$ cat src/rtl/pll_lock_monitor.sv
// Qualifies the raw PLL lock bit: stability filter, frequency window check,
// then continuous supervision while locked. Single clk_ref domain.
module pll_lock_monitor #(
  parameter int LOCK_STABLE_CYCLES = 1024,
  parameter int WINDOW_CYCLES      = 256,
  parameter int EXP_COUNT          = 128,
  parameter int TOL                = 2,
  parameter int LOSS_FILTER        = 8,
  parameter int CNT_W              = 12
) (
  input  logic             clk_ref,
  input  logic             rst,
  input  logic             monitor_en,
  input  logic             pll_lock_raw,
  input  logic             pll_tick,
  input  logic             lock_lost_clr,
  output logic             pll_locked,
  output logic             lock_lost,
  output logic [CNT_W-1:0] freq_count,
  output logic             freq_valid,
  output logic             freq_err,
  output logic [2:0]       mon_state
);

  localparam int SC_W  = (LOCK_STABLE_CYCLES > 1) ? $clog2(LOCK_STABLE_CYCLES) : 1;
  localparam int WIN_W = (WINDOW_CYCLES > 1) ? $clog2(WINDOW_CYCLES) : 1;
  localparam int LOW_W = $clog2(LOSS_FILTER + 1);

  typedef enum logic [2:0] {
    IDLE      = 3'd0,
    WAIT_LOCK = 3'd1,
    QUALIFY   = 3'd2,
    MEASURE   = 3'd3,
    LOCKED    = 3'd4,
    LOST      = 3'd5
  } state_t;

  state_t           state;
  logic [SC_W-1:0]  stable_cnt;
  logic [WIN_W-1:0] win_cnt;
  logic [CNT_W-1:0] tick_cnt;
  logic [LOW_W-1:0] low_cnt;
  logic             fail_seen;

  function automatic logic [CNT_W-1:0] sat_inc(input logic [CNT_W-1:0] cnt, input logic inc);
    if (&cnt) return cnt;
    return cnt + CNT_W'(inc);
  endfunction

  function automatic logic out_of_tol(input logic [CNT_W-1:0] cnt);
    logic signed [CNT_W+1:0] dev;
    dev = $signed({2'b00, cnt}) - $signed((CNT_W+2)'(EXP_COUNT));
    if (dev[CNT_W+1]) dev = -dev;
    return (dev > $signed((CNT_W+2)'(TOL)));
  endfunction

  logic [CNT_W-1:0] win_sum;
  logic             win_last;
  logic             win_bad;
  logic             win_run;
  logic             glitch_loss;
  logic             drift_loss;

  always_comb begin
    win_sum     = sat_inc(tick_cnt, pll_tick);
    win_last    = (win_cnt == WIN_W'(WINDOW_CYCLES - 1));
    win_bad     = out_of_tol(win_sum);
    // A raw drop abandons a measurement window but not a supervision window.
    win_run     = (state == LOCKED) || ((state == MEASURE) && pll_lock_raw);
    glitch_loss = !pll_lock_raw && (low_cnt == LOW_W'(LOSS_FILTER - 1));
    drift_loss  = win_last && win_bad && fail_seen;
  end

  always_ff @(posedge clk_ref) begin
    if (rst) begin
      state      <= IDLE;
      stable_cnt <= '0;
      win_cnt    <= '0;
      tick_cnt   <= '0;
      low_cnt    <= '0;
      fail_seen  <= 1'b0;
      pll_locked <= 1'b0;
      lock_lost  <= 1'b0;
      freq_count <= '0;
      freq_valid <= 1'b0;
      freq_err   <= 1'b0;
    end else begin
      freq_valid <= 1'b0;
      // Clear first so a same-cycle loss below overrides it.
      if (lock_lost_clr) lock_lost <= 1'b0;

      if (!monitor_en) begin
        state      <= IDLE;
        pll_locked <= 1'b0;
      end else begin
        if (win_run) begin
          if (win_last) begin
            freq_count <= win_sum;
            freq_err   <= win_bad;
            freq_valid <= 1'b1;
            tick_cnt   <= '0;
            win_cnt    <= '0;
          end else begin
            tick_cnt <= win_sum;
            win_cnt  <= win_cnt + WIN_W'(1);
          end
        end

        case (state)
          IDLE: state <= WAIT_LOCK;
          WAIT_LOCK: begin
            if (pll_lock_raw) begin
              state      <= QUALIFY;
              stable_cnt <= '0;
            end
          end
          QUALIFY: begin
            if (!pll_lock_raw) begin
              state <= WAIT_LOCK;
            end else if (stable_cnt == SC_W'(LOCK_STABLE_CYCLES - 1)) begin
              state    <= MEASURE;
              win_cnt  <= '0;
              tick_cnt <= '0;
            end else begin
              stable_cnt <= stable_cnt + SC_W'(1);
            end
          end
          MEASURE: begin
            if (!pll_lock_raw) begin
              state <= WAIT_LOCK;
            end else if (win_last) begin
              fail_seen <= 1'b0;
              low_cnt   <= '0;
              if (win_bad) begin
                state <= WAIT_LOCK;
              end else begin
                state      <= LOCKED;
                pll_locked <= 1'b1;
              end
            end
          end
          LOCKED: begin
            low_cnt <= pll_lock_raw ? '0 : low_cnt + LOW_W'(1);
            if (win_last) fail_seen <= win_bad;
            if (glitch_loss || drift_loss) begin
              state      <= LOST;
              pll_locked <= 1'b0;
              lock_lost  <= 1'b1;
            end
          end
          LOST:    state <= WAIT_LOCK;
          default: state <= IDLE;
        endcase
      end
    end
  end

  assign mon_state = state;

endmodule

$ cat config.mk
export PLATFORM = sky130hd
export DESIGN_NAME = pll_lock_monitor
export DESIGN_NICKNAME = d
export VERILOG_FILES = /design/src/rtl/pll_lock_monitor.sv
export SDC_FILE = /design/constraint.sdc
export NUM_CORES = 1
export LEC_CHECK = 0
export CAP_MARGIN = 20
export CORE_MARGIN = 2
export CORE_UTILIZATION = 45
export DETAILED_ROUTE_END_ITERATION = 16
export GPL_ROUTABILITY_DRIVEN = 0
export PLACE_DENSITY_LB_ADDON = 0.05
export SLEW_MARGIN = 25
export SYNTH_ARGS = -nofsm -noshare
export SYNTH_HDL_FRONTEND = slang
export SYNTH_SLANG_ARGS = --single-unit
$ cat constraint.sdc
create_clock -name clk_ref -period 3.72 [get_ports clk_ref]
set_clock_uncertainty 0.1 [all_clocks]
set_input_delay 0.744 -clock clk_ref [delete_from_list [all_inputs] [get_ports clk_ref]]
set_output_delay 0.744 -clock clk_ref [all_outputs]
set_load 0.005 [all_outputs]
==> results of run 1 <==
[final cells by class]
class | count | area, um^2 | share of cell area (%)
multi-input combinational | 295 | 1870 | 51.6
tap | 77 | 96.3 | 2.66
sequential | 54 | 1080 | 29.8
timing repair buffer | 50 | 435 | 12.0
clock inverter | 1 | 30.0 | 0.828
inverter | 10 | 37.5 | 1.04
clock buffer | 7 | 76.3 | 2.10
[path summary, 6_finish.rpt]
| check | depth (start not counted) | start | end |
|---|---|---|---|
| hold reg to reg | 2 | freq_count[3] | freq_count[3] |
| hold / removal | 2 | freq_count[3] | freq_count[3] |
| setup / recovery | 14 | pll_tick | lock_lost |
| setup reg to reg | 10 | tick_cnt[6] | lock_lost |
[logic make-up after synthesis]
family,count (synthesis)
buffers and inverters,29
AO/OA/AOI/OAI,100
AND/OR/NAND/NOR,169
adder cells (fa/ha/maj),8
XOR/XNOR,10
multiplexers,8
flip-flops,54
[state kept, by name (all words and copies together) (netlist names)]
name and count:
tick_cnt 12, win_cnt 8, mon_state 3, fail_seen 1, freq_err 1, lock_lost 1
freq_count 12, pll_locked 1, low_cnt 4, freq_valid 1, stable_cnt 10
[layout by cell type (no fill, tap or decap), types with 4 or more instances in the layout]
cell type,Yosys,final
clkdlybuf4s50_1,0,24
a211oi_1,5,5
ha_1,8,7
nand2_1,32,32
o21ai_0,16,16
dfxtp_1,54,54
clkbuf_8,0,5
nand4_1,9,9
nand3_1,13,13
mux2i_1,6,6
nor2_1,51,50
nor3b_1,5,5
or3_1,6,6
inv_1,10,10
xor2_1,6,6
nand2b_1,10,10
a22oi_1,13,13
and2_1,5,5
and3_1,9,9
xnor2_1,4,4
buf_4,2,26
nor3_1,6,6
a21oi_1,35,35
[repair_timing]
item                                    in CTS  in global routing
buffers inserted                             0                  0
endpoints found under the setup margin       0                  6
resized for setup                            0                  4
[critical path, cell delays in order]
cell and delay (ps):
clkdlybuf4s50_1 460, ha_1 170, ha_1 160, and3_1 180
nand2_1 70, or3_1 330, and2_4 180, ha_4 280
nor2_2 40, a221o_1 350, o311ai_2 120, nor4_4 90
or3_1 360, a21oi_1 140
[routing by layer]
layer	GRT usage, %	share of wire [%]	up-vias
met3	3.43	4.0	5
li1	-	-	1451
met2	30.7	43	51
met1	30.6	52	1297
met5	0	0	-
met4	4.26	0.69	0
[stage by stage]
stage | instance area, um^2 | setup slack (ps) | std cells
final | 3630 | 178 | 494
after global placement | 3490 | -260 | 486
after floorplan | 3040 | 232 | 378
after CTS | 3600 | 42.6 | 494
after detailed placement | 3490 | -279 | 486
after global routing | 3630 | -4.71 | 494
[report_power, final]
group	internal (mW)	switching (mW)
combinational	0.0206	0.0285
clock	0.202	0.192
sequential	0.579	0.00245
total	0.801	0.223
==> results.py, run 1 <==
metrics = {
    "status": {
        "status": "complete, no violations",
    },
    "global_route": {
        "grt_pass1_vias": 2548,
        "grt_pass1_wl_um": 12300,
        "antenna_found_initial": 0,
        "grt_overflow": 0,
        "grt.total_usage_pct": 20.4,
        "grt_max_degree": 43,
    },
    "finish": {
        "num-fill-cells": 620,
        "area_growth_pct": 19.2,
        "final_layout_size_suffix_gt1_share_pct": 13.2,
        "nNetsFinal": 430,
        "antenna_cells": 0,
        "utilization_pct": 56.1,
    },
    "timing": {
        "setup_tns_ps": 0,
        "fin_crit_sh_pct": 95.2,
        "slew_violations": 0,
        "worstMarginPinSlew_ps": 520,
        "fin_crit_ps": 3540,
        "fmax_mhz": 282,
        "timing.hold.ws_ps": 368,
        "finalSetupViolations": 0,
        "finalHoldViolations": 0,
        "relSlewSlack_pct": 65.0,
    },
    "clock_tree": {
        "clockBufferDepth": 2,
        "cts_made_buffers": 5,
        "cts_tree": "built",
        "cts.htree.levels": 2,
        "cts_root_buffer": "clkbuf_8",
        "clk_pin_slew_ps": 100,
        "cts_hold_buf": 0,
        "cts.sinks": 54,
        "clock_latency_ps": 310,
    },
    "yosys": {
        "synth_cell_types": 61,
        "synth_compound_area_share_pct": 21.9,
        "synth_edf_count": 0,
        "yosysWarnings": 0,
        "syn_area_per_cell_um2": 8.05,
        "async_reset_ff_share_pct": 0,
        "synth_cells": 378,
        "yosysMostFrequentCell": "dfxtp_1",
        "syn_nets": 392,
        "ys_seq_elements": 54,
        "synth_top_area_cell": "dfxtp_1",
        "ys.flop_type": "dfxtp_1",
        "synthMuxAreaShare_pct": 2.80,
        "synthXorXnorAreaFrac_pct": 2.88,
        "synthTopCellsByArea": "dfxtp_1, nor2_1, a21oi_1",
        "netlist_top_cells_count": "dfxtp_1, nor2_1, a21oi_1",
        "synth_top_area_share_pct": 35.5,
        "netlist_area_um2": 3040,
        "yosysSeqAreaShare_pct": 35.5,
        "synth_top_family_by_area": "simple AND/OR/NAND/NOR gates",
        "synth_fa_ha_area_share_pct": 3.29,
        "synth_simple_gate_area_share_pct": 29.7,
    },
    "critical_path": {
        "path_max_fanout": 7,
        "endpoint_kind": "flop",
        "rrSetupSlack_ps": 610,
        "worstPathRequired_ps": 3860,
        "start_kind": "primary input",
        "worstSetupPathType": "in -> reg",
        "worstPathArrival_ps": 3690,
    },
    "pwr": {
        "ir_worst_vdd_mv": 0.221,
        "p_total_mw": 1.02,
        "power.leakage_nw": 1.38,
        "power_density_nw_per_um2": 282,
    },
    "drt": {
        "dr.pass1.iters": 5,
        "wl_per_cell_um": 14.6,
        "via_per_inst": 5.68,
        "first_iter_violations": 166,
        "ant_nets": 0,
        "drcViolationCount": 0,
        "routed-via-count": 2804,
        "drt-total-wl_um": 7200,
    },
    "worst_hold_path": {
        "hold_class": "reg -> reg",
    },
    "floorplanning": {
        "row_count": 29,
        "io_pins": 25,
        "fp.dieArea_um2": 7430,
        "start_util_pct": 47.1,
        "core_area_um2": 6460,
        "die_h_um": 86.2,
        "fp.dieW_um": 86.2,
    },
    "placed_design": {
        "place_hpwl_um": 5130,
        "io_buffers": 24,
    },
    "job": {
        "cap_violations": 0,
    },
}
No activity file was read; power rests on OpenSTA's default activity.
==> run 2, diff against run 1 <==
HOLD_SLACK_MARGIN = 0.06   (was unset)
==> results of run 2 <==
Same layout as run 1: the final DEF is identical, and so are final timing and power.
==> patch 1, RTL diff (settings of run 1) <==
Set the parameter `CNT_W` to 24 (it was 12).
--- a/src/rtl/pll_lock_monitor.sv
+++ b/src/rtl/pll_lock_monitor.sv
@@ -6,7 +6,7 @@
   parameter int EXP_COUNT          = 128,
   parameter int TOL                = 2,
   parameter int LOSS_FILTER        = 8,
-  parameter int CNT_W              = 12
+  parameter int CNT_W              = 24
 ) (
   input  logic             clk_ref,
   input  logic             rst,
Ports: changed (resized freq_count); port bits go from 25 to 37. No check against the original RTL was run, so the function may have changed too.
==> patch 1 against run 1 <==
Worst setup slack worse by 15 ps; first-iteration DRC count rose by 140%; power grew 65%; design area grew 78%; sequential cell count grew 24; register-to-register slack worse by 400 ps; wire length up 100%; non-clock buffer count up 96; area after synthesis increased by 58%.
==> patch 1: results (changes against run 1) <==
Worst-path clk slew 80 ps (was 100 ps); H-tree levels 3 (was 2); status completed (unchanged); Synth top cells by count 101 x nor2_1, 78 x dfxtp_1, 54 x nand2_1, 44 x a21oi_1 (was 54 x dfxtp_1, 51 x nor2_1, 35 x a21oi_1, 32 x nand2_1, 16 x o21ai_0); dpl cell area 0.006002 mm^2 (was 0.003492 mm^2); Crit Path Max Fanout 4 (was 7); CTS root buf clkbuf_8 (unchanged); post-synth cell types 76 (was 61); Cells after Synth 621 (was 378); Setup Slack @ Placement -648.1 ps (was -279.0 ps); XOR/XNOR share of the synthesized area 0.07070 (was 0.02879); Placed Cells 856 (was 486); post-DP HPWL 10880 um (was 5135 um); cell depth of the worst flop-to-flop path 16 (was 10); first-pass GRT wire length 23690 um (was 12270 um); mux cell area share after synthesis 0.01248 (was 0.02797); IO Port Bufs 36 (was 24); via-per-instance ratio 5.712 (was 5.676); drt first-iter violations 398 (was 166); non-filler cells, final 881 (was 494); Clock Latency Late Sink 380 ps (was 310 ps); layout cells sized above 1 0.2510 (was 0.1319); final WL 14450 um (was 7201 um); Max stage delay on crit path 400 ps (was 460 ps); vias in the first global route 4703 (was 2548); pin count of the biggest net entering global routing 50 (was 43); Worst path slowest cell or3_4 (was clkdlybuf4s50_1); register area share after synthesis 0.3244 (was 0.3554); Longest Clk Path Bufs 2 (unchanged); leak pwr 2.459 nW (was 1.379 nW); Detailed Routing Iterations Pass 1 5 (unchanged); final setup margin 162.9 ps (was 178.2 ps); cell family with most CP delay simple AND/OR/NAND/NOR gates (unchanged); Critical Path AT 3700 ps (was 3690 ps); initial antenna violation count 0 (unchanged); total track usage 0.2621 (was 0.2036); Yosys warnings 0 (unchanged); Max-slew headroom 0.4802 (was 0.6500); r2r setup slk 210 ps (was 610 ps); Worst Hold Class reg2reg (unchanged); # diodes 0 (unchanged); Adder-Cell Fraction of Synth Area 0.02080 (was 0.03291); Worst Hold Depth 2 (unchanged); Nets 754 (was 430); Compound-Gate Fraction of Synth Area 0.2134 (was 0.2188); Num CTS Buffers 9 (was 5); syn_nets 635 (was 392); asr flop ratio synth 0 (unchanged); largest registers freq_count (24), tick_cnt (24), stable_cnt (10) (was freq_count (12), tick_cnt (12), stable_cnt (10)); Worst VDD drop 0.0001979 V (was 0.0002208 V); top cells by area, synth dfxtp_1 32%, nor2_1 7.9%, a21oi_1 4.6%, nand2_1 4.2%, a211oi_1 3.7% (was dfxtp_1 36%, nor2_1 6.3%, a21oi_1 5.8%, nand2_1 3.9%, ha_1 3.3%); Hold Fails Final Rpt 0 (unchanged)
patch 1: changes by cell type after synthesis, sizes merged, moves of 14 or more:
cell and change:
nor2 +50, xnor2 +17, nand3 +15, a211oi +21
dfxtp +24, nand2 +22, clkbuf +14
patch 1: area by class of cell:
class / count / area, um^2
Clock buffer: 10 / 137.6
Clock inverter: 6 / 108.9
Fill cell: 953 / 3919
Inverter: 8 / 30.03
Multi-Input combinational cell: 497 / 3232
Sequential cell: 78 / 1574
Tap cell: 136 / 170.2
Timing Repair Buffer: 146 / 1199
patch 1: final timing paths:
check | startpoint | to
worst max register to register | tick_cnt[0] | fail_seen
worst max-delay path | pll_tick | fail_seen
worst min register to register | stable_cnt[7] | stable_cnt[7]
worst min-delay path | stable_cnt[7] | stable_cnt[7]
patch 1: repair_timing:
action,in CTS,in global routing
resized for setup,13,26
pin swaps,5,12
buffers inserted,2,7
setup endpoints to repair,6,6
patch 1: kinds of logic after synthesis:
group                    Yosys count
AND/OR/NAND/NOR                  294
flip-flops                        78
multiplexers                       6
XOR/XNOR                          35
AO/OA/AOI/OAI                    154
buffers and inverters             46
adder cells (fa/ha/maj)            8
patch 1: layer usage:
metal  share of wire  wire length (um)  vias up  track usage
li1                -                 -     2490            -
met1            0.49              7050     2374       0.3776
met2            0.44              6342      141       0.3929
met3           0.051               734       27      0.03511
met4           0.022               323        0       0.1090
met5               0                 0        -            0
patch 1: tightest hold or removal path, cell delays in order, from the launching register on:
cell	delay, ps
dfxtp_1	320
o21ai_0	70
a21oi_1	60
patch 1: report_power, final:
part	leakage, nW	internal (mW)	total [mW]	switching (mW)
Sequential	0.633	0.835	0.837	0.00252
Clock	0.126	0.463	0.792	0.330
Combinational	1.70	0.0238	0.0627	0.0389
patch 1: through the flow:
stage / setup TNS, ps / hold WS (ps)
after floorplan: -22.94 / 349.2
after global placement: -3220 / 362.3
after detailed placement: -3724 / 369.6
after CTS: 0 / 381.7
after global routing: -9.591 / 414.8
final: 0 / 384.1
==> patch 2, RTL diff (config.mk and constraints of run 1) <==
Made on the original files. Register the output `freq_count` once more, cleared by the reset; this adds one clock of latency there. The other outputs are not delayed to match.
--- a/src/rtl/pll_lock_monitor.sv
+++ b/src/rtl/pll_lock_monitor.sv
@@ -34,6 +34,8 @@
     LOCKED    = 3'd4,
     LOST      = 3'd5
   } state_t;
+
+  logic [CNT_W-1:0] freq_count_s0;
 
   state_t           state;
   logic [SC_W-1:0]  stable_cnt;
@@ -81,7 +83,7 @@
       fail_seen  <= 1'b0;
       pll_locked <= 1'b0;
       lock_lost  <= 1'b0;
-      freq_count <= '0;
+      freq_count_s0 <= '0;
       freq_valid <= 1'b0;
       freq_err   <= 1'b0;
     end else begin
@@ -95,7 +97,7 @@
       end else begin
         if (win_run) begin
           if (win_last) begin
-            freq_count <= win_sum;
+            freq_count_s0 <= win_sum;
             freq_err   <= win_bad;
             freq_valid <= 1'b1;
             tick_cnt   <= '0;
@@ -157,5 +159,13 @@
 
   assign mon_state = state;
 
+  always_ff @(posedge clk_ref) begin
+    if (rst) begin
+      freq_count <= '0;
+    end else begin
+      freq_count <= freq_count_s0;
+    end
+  end
+
 endmodule
 
Behaviour: no difference found for any inputs over 10 cycles, from zero or initial values and one cycle with rst high; that may be too few to reach the edited logic, so the function may still have changed.
==> patch 2 against run 1 <==
Sequential share of layout area rose by 3.2 points; sequential cell count rose by 12; count of clock-buffer cells in the layout rose by 3; area after synthesis rose by 9.5%; power rose by 33%; critical endpoint is now pll_locked; critical path depth fell by 2; worst setup slack got worse by 32 ps; worst hold slack got worse by 3.9 ps; highest routed layer unchanged; design area rose by 10%; wire length rose by 9.6%; cell count rose by 6.9%; synthesized cell count rose by 1.3%.
==> patch 2: results (changes against run 1) <==
Hold Path End freq_count[8] (was freq_count[3]); post-synth cell types 60 (was 61); actual slew at the worst max-slew pin 636.5 ps (was 520.2 ps); status completed (unchanged); final setup margin 146.4 ps (was 178.2 ps); Nets 438 (was 430); post-DP HPWL 5551 um (was 5135 um); Max stage delay on crit path 600 ps (was 460 ps); Num CTS Buffers 9 (was 5); Clock Latency Late Sink 350 ps (was 310 ps); Worst-path clk slew 80 ps (was 100 ps); drt first-iter violations 175 (was 166); largest registers freq_count (12), freq_count_s0 (12), tick_cnt (12) (was freq_count (12), tick_cnt (12), stable_cnt (10)); Synth top cells by count 66 x dfxtp_1, 47 x nor2_1, 31 x a21oi_1, 26 x nand2_1 (was 54 x dfxtp_1, 51 x nor2_1, 35 x a21oi_1, 32 x nand2_1, 16 x o21ai_0); Worst path slowest cell or4_4 (was clkdlybuf4s50_1); register area share after synthesis 0.3968 (was 0.3554); Cells after Synth 383 (was 378); post-DR wirelength/cell 14.95 um (was 14.58 um); first-pass GRT wire length 13200 um (was 12270 um); Worst VDD drop 0.0001771 V (was 0.0002208 V); Vias 2919 (was 2804); r2r setup slk 580 ps (was 610 ps); H-tree levels 3 (was 2); Crit Path Max Fanout 6 (was 7); syn_nets 397 (was 392); via-per-instance ratio 5.528 (was 5.676)
[patch 2: cells by family (layout without fill, tap and decap cells)]
group,count (synthesis),after routing,synth area share
AOI/OAI and AO/OA,94,94,0.2041
xor gates and xnor gates,13,13,0.03420
adders and majority gates,8,8,0.03007
buffers and inverters,30,76,0.04585
DFF,66,66,0.3968
muxes,6,6,0.02180
and+or+nand+nor,166,166,0.2672
[patch 2: critical path: cells and delay by family]
kind	cells	cell delay (ps)
and+or+nand+nor	4	1190
AOI/OAI and AO/OA	3	730
buffers and inverters	2	560
adders and majority gates	2	420
muxes	1	120
[patch 2: power by group]
group	internal, mW	total (mW)	switching, mW
clock network	0.311	0.601	0.291
registers	0.707	0.710	0.00274
logic	0.0213	0.0505	0.0292
[patch 2: per-layer routing]
metal	up-vias	global-route usage	share of wire
met4	0	0.08846	0.016
met3	12	0.04610	0.040
met5	-	0	0
li1	1489	-	-
met1	1356	0.2919	0.53
met2	62	0.2838	0.42
[patch 2: metrics by stage]
stage | TNS [ps] | util | instance area, um^2 | hold slack (ps) | total power [mW]
2_1_floorplan | 0 | - | 3329 | 344.5 | 0.7540
3_3_place_gp | -1137 | 0.5246 | 3785 | 356.6 | 0.7759
3_5_place_dp | -1492 | 0.5246 | 3785 | 360.6 | 0.7757
4_1_cts | 0 | 0.5517 | 3980 | 366.9 | 1.375
5_1_grt | 0 | 0.5553 | 4006 | 381.7 | 1.417
6_report | 0 | 0.5553 | 4006 | 363.9 | 1.362
[patch 2: cell type report]
cell class,count,area share
clock buffer,10,0.03186
clock inverter,6,0.01686
inverter,7,0.006558
multi-input combinational,287,0.4697
sequential,66,0.3298
tap,99,0.03092
timing repair buffer,53,0.1143
